==> config.mk <==
export PLATFORM = sky130hd
export DESIGN_NAME = pwm_scheduler
export DESIGN_NICKNAME = d
export VERILOG_FILES = /design/src/rtl/pwm_scheduler.sv
export SDC_FILE = /design/constraint.sdc
export NUM_CORES = 1
export LEC_CHECK = 0
export BUFFER_PORTS_ARGS = -buffer_cell sky130_fd_sc_hd__buf_4
export CAP_MARGIN = 40
export CORE_ASPECT_RATIO = 0.9
export CORE_MARGIN = 3
export CORE_UTILIZATION = 50
export CTS_CLUSTER_SIZE = 40
export DETAILED_ROUTE_END_ITERATION = 16
export HOLD_SLACK_MARGIN = 0.12
export MAX_ROUTING_LAYER = met4
export PLACE_DENSITY = 0.83
export SETUP_SLACK_MARGIN = 0.2
export SLEW_MARGIN = 5
export SYNTH_ARGS = -nofsm -noshare
export SYNTH_HDL_FRONTEND = slang
export SYNTH_SLANG_ARGS = --single-unit
export TNS_END_PERCENT = 10
==> constraint.sdc <==
create_clock -name clk -period 1.9 [get_ports clk]
set_input_delay 0.38 -clock clk [delete_from_list [all_inputs] [get_ports clk]]
set_output_delay 0.38 -clock clk [all_outputs]
set_load 0.01 [all_outputs]
==> src/rtl/pwm_scheduler.sv <==
`default_nettype none
// ============================================================================
// Module   : pwm_scheduler
// Brief    : 16-channel shared-duty PWM with staged config applied at period
//            boundaries (or immediately when idle).
// Revision : 1.0 - initial release
// ============================================================================
module pwm_scheduler #(
  parameter int PRESCALE = 4
) (
  input  logic        clk,
  input  logic        rst_n,
  input  logic [15:0] cfg_en_out,
  input  logic [15:0] cfg_en_pwm,
  input  logic [7:0]  cfg_duty,
  input  logic        cfg_valid,
  output logic        cfg_ack,
  output logic [15:0] pwm_out,
  output logic        period_start,
  output logic        pending
);

  localparam int                 c_PRE_W   = (PRESCALE > 1) ? $clog2(PRESCALE) : 1;
  localparam logic [c_PRE_W-1:0] c_PRE_MAX = c_PRE_W'(PRESCALE - 1);
  localparam logic [c_PRE_W-1:0] c_PRE_ONE = c_PRE_W'(1);

  localparam logic [0:0] S_IDLE = 1'b0;
  localparam logic [0:0] S_RUN  = 1'b1;

  logic [0:0]         r_state;
  logic [c_PRE_W-1:0] r_presc;
  logic [7:0]         r_cnt;
  logic [15:0]        r_stg_en_out;
  logic [15:0]        r_stg_en_pwm;
  logic [7:0]         r_stg_duty;
  logic [15:0]        r_act_en_out;
  logic [15:0]        r_act_en_pwm;
  logic [7:0]         r_act_duty;
  logic               r_pending;
  logic               r_ack;
  logic               r_period_start;
  logic [15:0]        r_pwm_out;

  logic               w_tick;
  logic               w_boundary;
  logic               w_apply;
  logic [15:0]        w_next_en_out;
  logic               w_next_run;
  logic [15:0]        w_level;

  always_comb begin
    w_tick        = (r_state == S_RUN) && (r_presc == c_PRE_MAX);
    w_boundary    = w_tick && (r_cnt == 8'hFF);
    // Idle applies as soon as something is staged; run waits for the wrap.
    w_apply       = r_pending && ((r_state == S_IDLE) || w_boundary);
    w_next_en_out = w_apply ? r_stg_en_out : r_act_en_out;
    w_next_run    = (w_next_en_out != 16'h0000);
  end

  always_comb begin
    w_level = 16'h0000;
    for (int i = 0; i < 16; i++) begin
      if (!r_act_en_out[i])          w_level[i] = 1'b0;
      else if (!r_act_en_pwm[i])     w_level[i] = 1'b1;
      else if (r_act_duty == 8'hFF)  w_level[i] = 1'b1;
      else if (r_act_duty == 8'h00)  w_level[i] = 1'b0;
      else                           w_level[i] = (r_cnt < r_act_duty);
    end
  end

  always_ff @(posedge clk or negedge rst_n) begin
    if (!rst_n) begin
      r_stg_en_out <= 16'h0000;
      r_stg_en_pwm <= 16'h0000;
      r_stg_duty   <= 8'h00;
      r_pending    <= 1'b0;
    end else begin
      if (cfg_valid) begin
        r_stg_en_out <= cfg_en_out;
        r_stg_en_pwm <= cfg_en_pwm;
        r_stg_duty   <= cfg_duty;
      end
      // A strobe coinciding with an apply keeps the new values staged.
      if (cfg_valid)    r_pending <= 1'b1;
      else if (w_apply) r_pending <= 1'b0;
    end
  end

  always_ff @(posedge clk or negedge rst_n) begin
    if (!rst_n) begin
      r_act_en_out   <= 16'h0000;
      r_act_en_pwm   <= 16'h0000;
      r_act_duty     <= 8'h00;
      r_state        <= S_IDLE;
      r_ack          <= 1'b0;
      r_period_start <= 1'b0;
    end else begin
      if (w_apply) begin
        r_act_en_out <= r_stg_en_out;
        r_act_en_pwm <= r_stg_en_pwm;
        r_act_duty   <= r_stg_duty;
      end
      r_state        <= w_next_run ? S_RUN : S_IDLE;
      r_ack          <= w_apply;
      r_period_start <= w_next_run && ((r_state == S_IDLE) || w_boundary);
    end
  end

  always_ff @(posedge clk or negedge rst_n) begin
    if (!rst_n) begin
      r_presc <= '0;
      r_cnt   <= 8'h00;
    end else if ((r_state == S_IDLE) || !w_next_run) begin
      r_presc <= '0;
      r_cnt   <= 8'h00;
    end else if (w_tick) begin
      r_presc <= '0;
      r_cnt   <= r_cnt + 8'h01;
    end else begin
      r_presc <= r_presc + c_PRE_ONE;
    end
  end

  always_ff @(posedge clk or negedge rst_n) begin
    if (!rst_n) r_pwm_out <= 16'h0000;
    else        r_pwm_out <= w_level;
  end

  assign cfg_ack      = r_ack;
  assign pwm_out      = r_pwm_out;
  assign period_start = r_period_start;
  assign pending      = r_pending;

endmodule
`default_nettype wire

**Yosys cells after proc, flatten, opt, wreduce, memory -nomap -nowiden**

Cells that the tools add are included.

- Flip-flop bits (word level): 110
- Word-level logic and storage cells: 73

- Add/sub/neg operators: 2
- Order comparisons: 1
- Equality and inequality tests: 3
- Muxes and demuxes: 42
- Bitwise operators: 1
- Reductions and logical operators: 11

Operators by type and width:

| kind | number |
|---|---|
| 1-bit 2-to-1 mux | 37 |
| 8-bit equality test, second input constant | 2 |
| 16-bit 2-to-1 mux | 1 |
| 8-bit 2-to-1 mux | 2 |
| 16-bit nonzero test | 1 |
| 8-bit by 1-bit adder with 8-bit output, second input constant | 1 |
| 8-bit logical NOT | 1 |
| 8-bit < comparator | 1 |
| 1-bit logical AND | 4 |
| 2-bit 2-to-1 mux | 2 |
| 2-bit nonzero test | 2 |
| 2-bit by 1-bit adder with 2-bit output, second input constant | 1 |
| 2-bit equality test, second input constant | 1 |
| 1-bit logical OR | 2 |
| 1-bit logical NOT | 1 |
| 1-bit inverter | 1 |

**Depth between registers and ports, before layout**

- Word-level depth: 10
- Mapped depth: 7
- Gate-level depth less buffers: 6

**Worst setup path before layout**

No wires, ideal clock.

- Path kind: reg2reg
- From: register r_presc[0]
- To: register r_act_duty[0]
- Library setup time: 0.125 ns
- Arrival time: 1.851 ns
- Path slack: -0.075 ns
- Stages on the path, launching flop included: 8
- Buffers on the path: 2
- Period minus slack after synthesis: 1.975 ns
- Path through: dfrtp_1 > ha_1 > and3_4 > a31oi_4 > nand2b_1 > buf_2 > buf_2 > mux2_2

- Cells in the longest elaborated chain, start to end: 5

Ends and longest elaborated chain:

| what | line | source |
|---|---|---|
| start, declared | 31 | `logic [c_PRE_W-1:0] r_presc;` |
| start signal, assigned | 120 | `r_presc <= r_presc + c_PRE_ONE;` |
| 2-bit equality test | 52 | `w_tick = (r_state == S_RUN) && (r_presc == c_PRE_MAX);` |
| 1-bit logical AND | 52 |  |
| 1-bit logical AND | 53 | `w_boundary = w_tick && (r_cnt == 8'hFF);` |
| 1-bit logical OR | 55 | `w_apply = r_pending && ((r_state == S_IDLE) \|\| w_boundary);` |
| 1-bit logical AND | 55 |  |
| end signal, assigned | 101 | `r_act_duty <= r_stg_duty;` |
| end, declared | 38 | `logic [7:0] r_act_duty;` |

Every way passes these cells.
A chain may end at the register's enable or synchronous reset.

**Worst setup path after layout**

- From: register r_cnt[1]
- To: register r_presc[1]

- Cells in the longest elaborated chain, start to end: 9

Ends and longest elaborated chain:

| what | line | source |
|---|---|---|
| start, declared | 32 | `logic [7:0] r_cnt;` |
| start signal, assigned | 118 | `r_cnt <= r_cnt + 8'h01;` |
| 8-bit equality test | 53 |  |
| 1-bit logical AND | 53 |  |
| 1-bit logical OR | 55 |  |
| 1-bit logical AND | 55 |  |
| 16-bit 2-to-1 mux | -- |  |
| 16-bit nonzero test | 57 | `w_next_run = (w_next_en_out != 16'h0000);` |
| 1-bit logical NOT | 113 | `end else if ((r_state == S_IDLE) \|\| !w_next_run) begin` |
| 1-bit logical OR | 113 |  |
| 2-bit 2-to-1 mux | 113 |  |

Every way passes these cells.

==> impl_metrics.csv <==
group,metric,value,unit
outcome,outcome,"finished clean",
final_layout,num-nets-final,474,
clocking,clock_sinks,110,
yosys,synth-seq-cells,110,
power_and_ir_drop,pwr-share-seq,41.9,%
die,ios,62,
setup_path,reg2reg_slack,0.02,ns
setup_path,worstPathRequired,2.20,ns
grt,antenna_found_initial,0,
power_and_ir_drop,p_per_area,1508,nW/µm²
detailed_routing,vias,3143,
setup_path,path_cells,"ha_2, and3_4, a31oi_4, buf_6, or4_4, a21boi_0",
min_path,worstHoldStart,"cfg_en_pwm[12]",
clocking,htreeDepth,3,
clocking,clk_latency,0.39,ns
power_and_ir_drop,p_int,5.852,mW
die,dieArea,10420,µm²
detailed_routing,wl_per_cell,20.39,µm
sta,hold_viol_final,0,
yosys,synth_top_cell_area_share,59.65,%
setup_path,arrival,2.17,ns
sta,rsz0062_at_grt,"true",
power_and_ir_drop,power_frac_comb,42.7,%
detailed_routing,drc,0,
yosys,syn_nets,388,
final_layout,postLayoutCellArea,5967,µm²
die,dieHeight,97.14,µm
sta,holdWs,0.2166,ns
yosys,syn_avg_cell_area,13.73,µm²
yosys,synth_cells,336,
grt,grt_max_degree,111,
sta,max_freq,0.5326,GHz
final_layout,n_antenna_cell,0,
setup_path,max_stage_delay,0.52,ns
power_and_ir_drop,fin_total_pwr,8.995,mW
setup_path,critPathMaxFanout,5,
setup_path,setup.worst_path.start_class,"register",
sta,slew_violations,0,
yosys,synth_area_leader_cell,"dfrtp_1",
sta,relSlewSlack,60.00,%
setup_path,reg2reg_to,"r_presc[1]$_DFF_PN0_",
yosys,yosysSeqAreaShare,59.65,%
run,timing.max_cap.violations,0,
sta,setup_viol,0,
die,start_util,52.63,%
detailed_routing,vias_per_cell,5.756,
placed_design,post-place-ws,0.04068,ns
detailed_routing,drt_iter0_drc,218,
clocking,cts.path.max_buffers,2,
sta,clock-skew-final,0.008144,ns
sta,finalCritPeriodShare,98.83,%
setup_path,crit_type,"register to register",
power_and_ir_drop,switching_share,34.95,%
yosys,synthTopCellsByArea,"dfrtp_1 (60%), mux2_2 (20%), o311a_1 (3.5%), ha_1 (2.4%), nand3_1 (1.8%)",
yosys,async_reset_ff_share,100.0,%
power_and_ir_drop,p_leak,2.741,nW
clocking,root_buffer,"clkbuf_8",
grt,grt_pass1_vias,3109,
die,die_w,107.3,µm
min_path,holdPathEnd,"r_stg_en_pwm[12]$_DFFE_PN0P_",
power_and_ir_drop,p_switching,3.144,mW
grt,grt-ovfl-total,0,
power_and_ir_drop,irDropWorstVdd,690.2,µV
yosys,synth_flop_cell,"dfrtp_1",
sta,fin_ws,0.02224,ns
final_layout,drive_gt1_share,52.69,%
yosys,synthesis.area,4614,µm²
placed_design,dpl_cell_area,5265,µm²
min_path,holdPathStages,2,
final_layout,fillers,589,
yosys,synth-edff-count,0,
clocking,clk_pin_slew,0.11,ns
power_and_ir_drop,clkPwrFrac,15.4,%
setup_path,r2r-start,"r_cnt[1]$_DFFE_PN0P_",
sta,worst_pin_slew,0.5999,ns
setup_path,cp.buffers_inverters,1,
min_path,hold_path_class,"input port to register",
placed_design,dpl.hpwl,6.210,mm
setup_path,reg2reg_depth,6,
clocking,cts_made_buffers,9,
final_layout,area_growth,29.31,%
grt,track_usage,20.42,%
detailed_routing,ant_nets,0,
placed_design,port_buffers,61,
die,core-area,8768,µm²
sta,fin_crit,1.878,ns
setup_path,crit_path_end_kind,"register",
die,fp-row-count,32,
grt,grt_pass1_wl,15.93,mm
setup_path,slowest_stage,"or4_4",
detailed_routing,routed_wl,11.13,mm
clocking,cts_tree,"yes",
placed_design,place_congestion,0.8484,
yosys,yosys_warnings,0,
setup_path,cp_top_family,"simple AND/OR/NAND/NOR gates",
yosys,ys_types,36,
detailed_routing,dr.pass1.iters,4,
cells by family after synthesis:
kind of cell / synth area share [%]
fa+ha+maj: 2.440
simple gates: 7.294
flops: 59.65
xor+xnor: 1.329
buf+inv: 2.576
mux: 19.74
compound gates: 6.968
layer usage:
| metal | wire length [µm] | track usage (%) |
|---|---|---|
| met1 | 4482 | 25.73 |
| met5 | 0 | - |
| met3 | 709 | 6.179 |
| met4 | 194 | 4.720 |
| met2 | 5748 | 32.71 |
registers in the layout, indices dropped and copies added (netlist names):
name / count
cfg_ack: 1
pending: 1
period_start: 1
pwm_out: 16
r_act_duty: 8
r_act_en_out: 16
r_act_en_pwm: 16
r_cnt: 8
r_presc: 2
r_state: 1
r_stg_duty: 8
r_stg_en_out: 16
r_stg_en_pwm: 16
worst max path at each step:
| stage | slack, ns | to | depth (start not counted) | startpoint |
|---|---|---|---|---|
| finish | 0.02 | r_presc[1]$_DFF_PN0_ | 6 | r_cnt[1]$_DFFE_PN0P_ |
| global route | -0.06 | r_presc[1]$_DFF_PN0_ | 6 | r_cnt[1]$_DFFE_PN0P_ |
| CTS | 0.06 | r_act_en_out[11]$_DFF_PN0_ | 6 | r_cnt[0]$_DFFE_PN0P_ |
| detailed placement | 0.04 | r_act_en_pwm[7]$_DFFE_PN0N_ | 6 | r_cnt[1]$_DFFE_PN0P_ |
| global placement | 0.1 | r_act_en_pwm[12]$_DFFE_PN0N_ | 6 | r_cnt[1]$_DFFE_PN0P_ |
| floorplan | 0.05 | r_act_duty[0]$_DFFE_PN0N_ | 7 | r_cnt[0]$_DFFE_PN0P_ |
per-stage QoR:
| stage | utilization (%) | std cells | setup TNS [ns] |
|---|---|---|---|
| global placement | 59.96 | 507 | 0 |
| detailed placement | 60.05 | 508 | 0 |
| CTS | 63.17 | 531 | 0 |
| floorplan | - | 336 | 0 |
| global route | 68.05 | 546 | -0.1070 |
| finish | 68.05 | 546 | 0 |
what timing repair did:
action                                 in CTS  in global routing
hold buffers                                1                  0
gates cloned                                2                  8
setup endpoints to repair                  66                 66
buffers inserted                            4                  7
resized for setup                           3                 57
endpoints found under the hold margin     110                  0
pin swaps                                   6                 20
cells in the final DEF, fill, tap and decap left out, types with 2 or more instances in the layout:
cell type  instances
dfrtp_1          104
buf_4             75
mux2_2            60
mux2_4            20
nand2_1           19
o311a_1           16
nand3_1           11
clkbuf_8          10
inv_1              9
nor4_1             8
a21oi_1            6
nand3_2            6
xor2_1             6
buf_6              6
dfrtp_2            6
nand4_1            5
ha_4               4
clkbuf_16          4
a21oi_2            3
ha_1               3
buf_12             3
and4_1             2
a31oi_4            2
nand2b_4           2
or4_4              2
o21ai_0            2
nor2_1             2
a21o_1             2
a221o_2            2
ha_2               2
inv_8              2
inv_6              2
power by group through the flow:
stage               registers, mW  logic [mW]  clock network, mW
floorplan                    3.63        1.79                  0
global placement             3.68        2.57                  0
detailed placement           3.71        2.69                  0
CTS                          3.67        2.86               1.41
global route                 3.85        4.11               1.50
finish                       3.77        3.84               1.38
Yosys cell counts (5+ instances only):
master,count
inv_1,10
mux2_2,80
a21oi_1,9
nand4_1,5
nand2_1,20
nor4_1,10
dfrtp_1,110
ha_1,9
buf_2,5
o311a_1,16
xor2_1,6
clkbuf_1,11
nand3_1,17
layout make-up:
cell class | instances | area (µm²) | area share, %
clock buffers | 10 | 137.6 | 2.307
flip-flops and latches | 110 | 2760 | 46.26
multi-input cells | 201 | 2002 | 33.55
inverters | 10 | 37.54 | 0.6291
clock inverters | 6 | 52.55 | 0.8807
repair buffers | 90 | 828.3 | 13.88
well taps | 119 | 148.9 | 2.495
(Power assumes the default switching activity.)
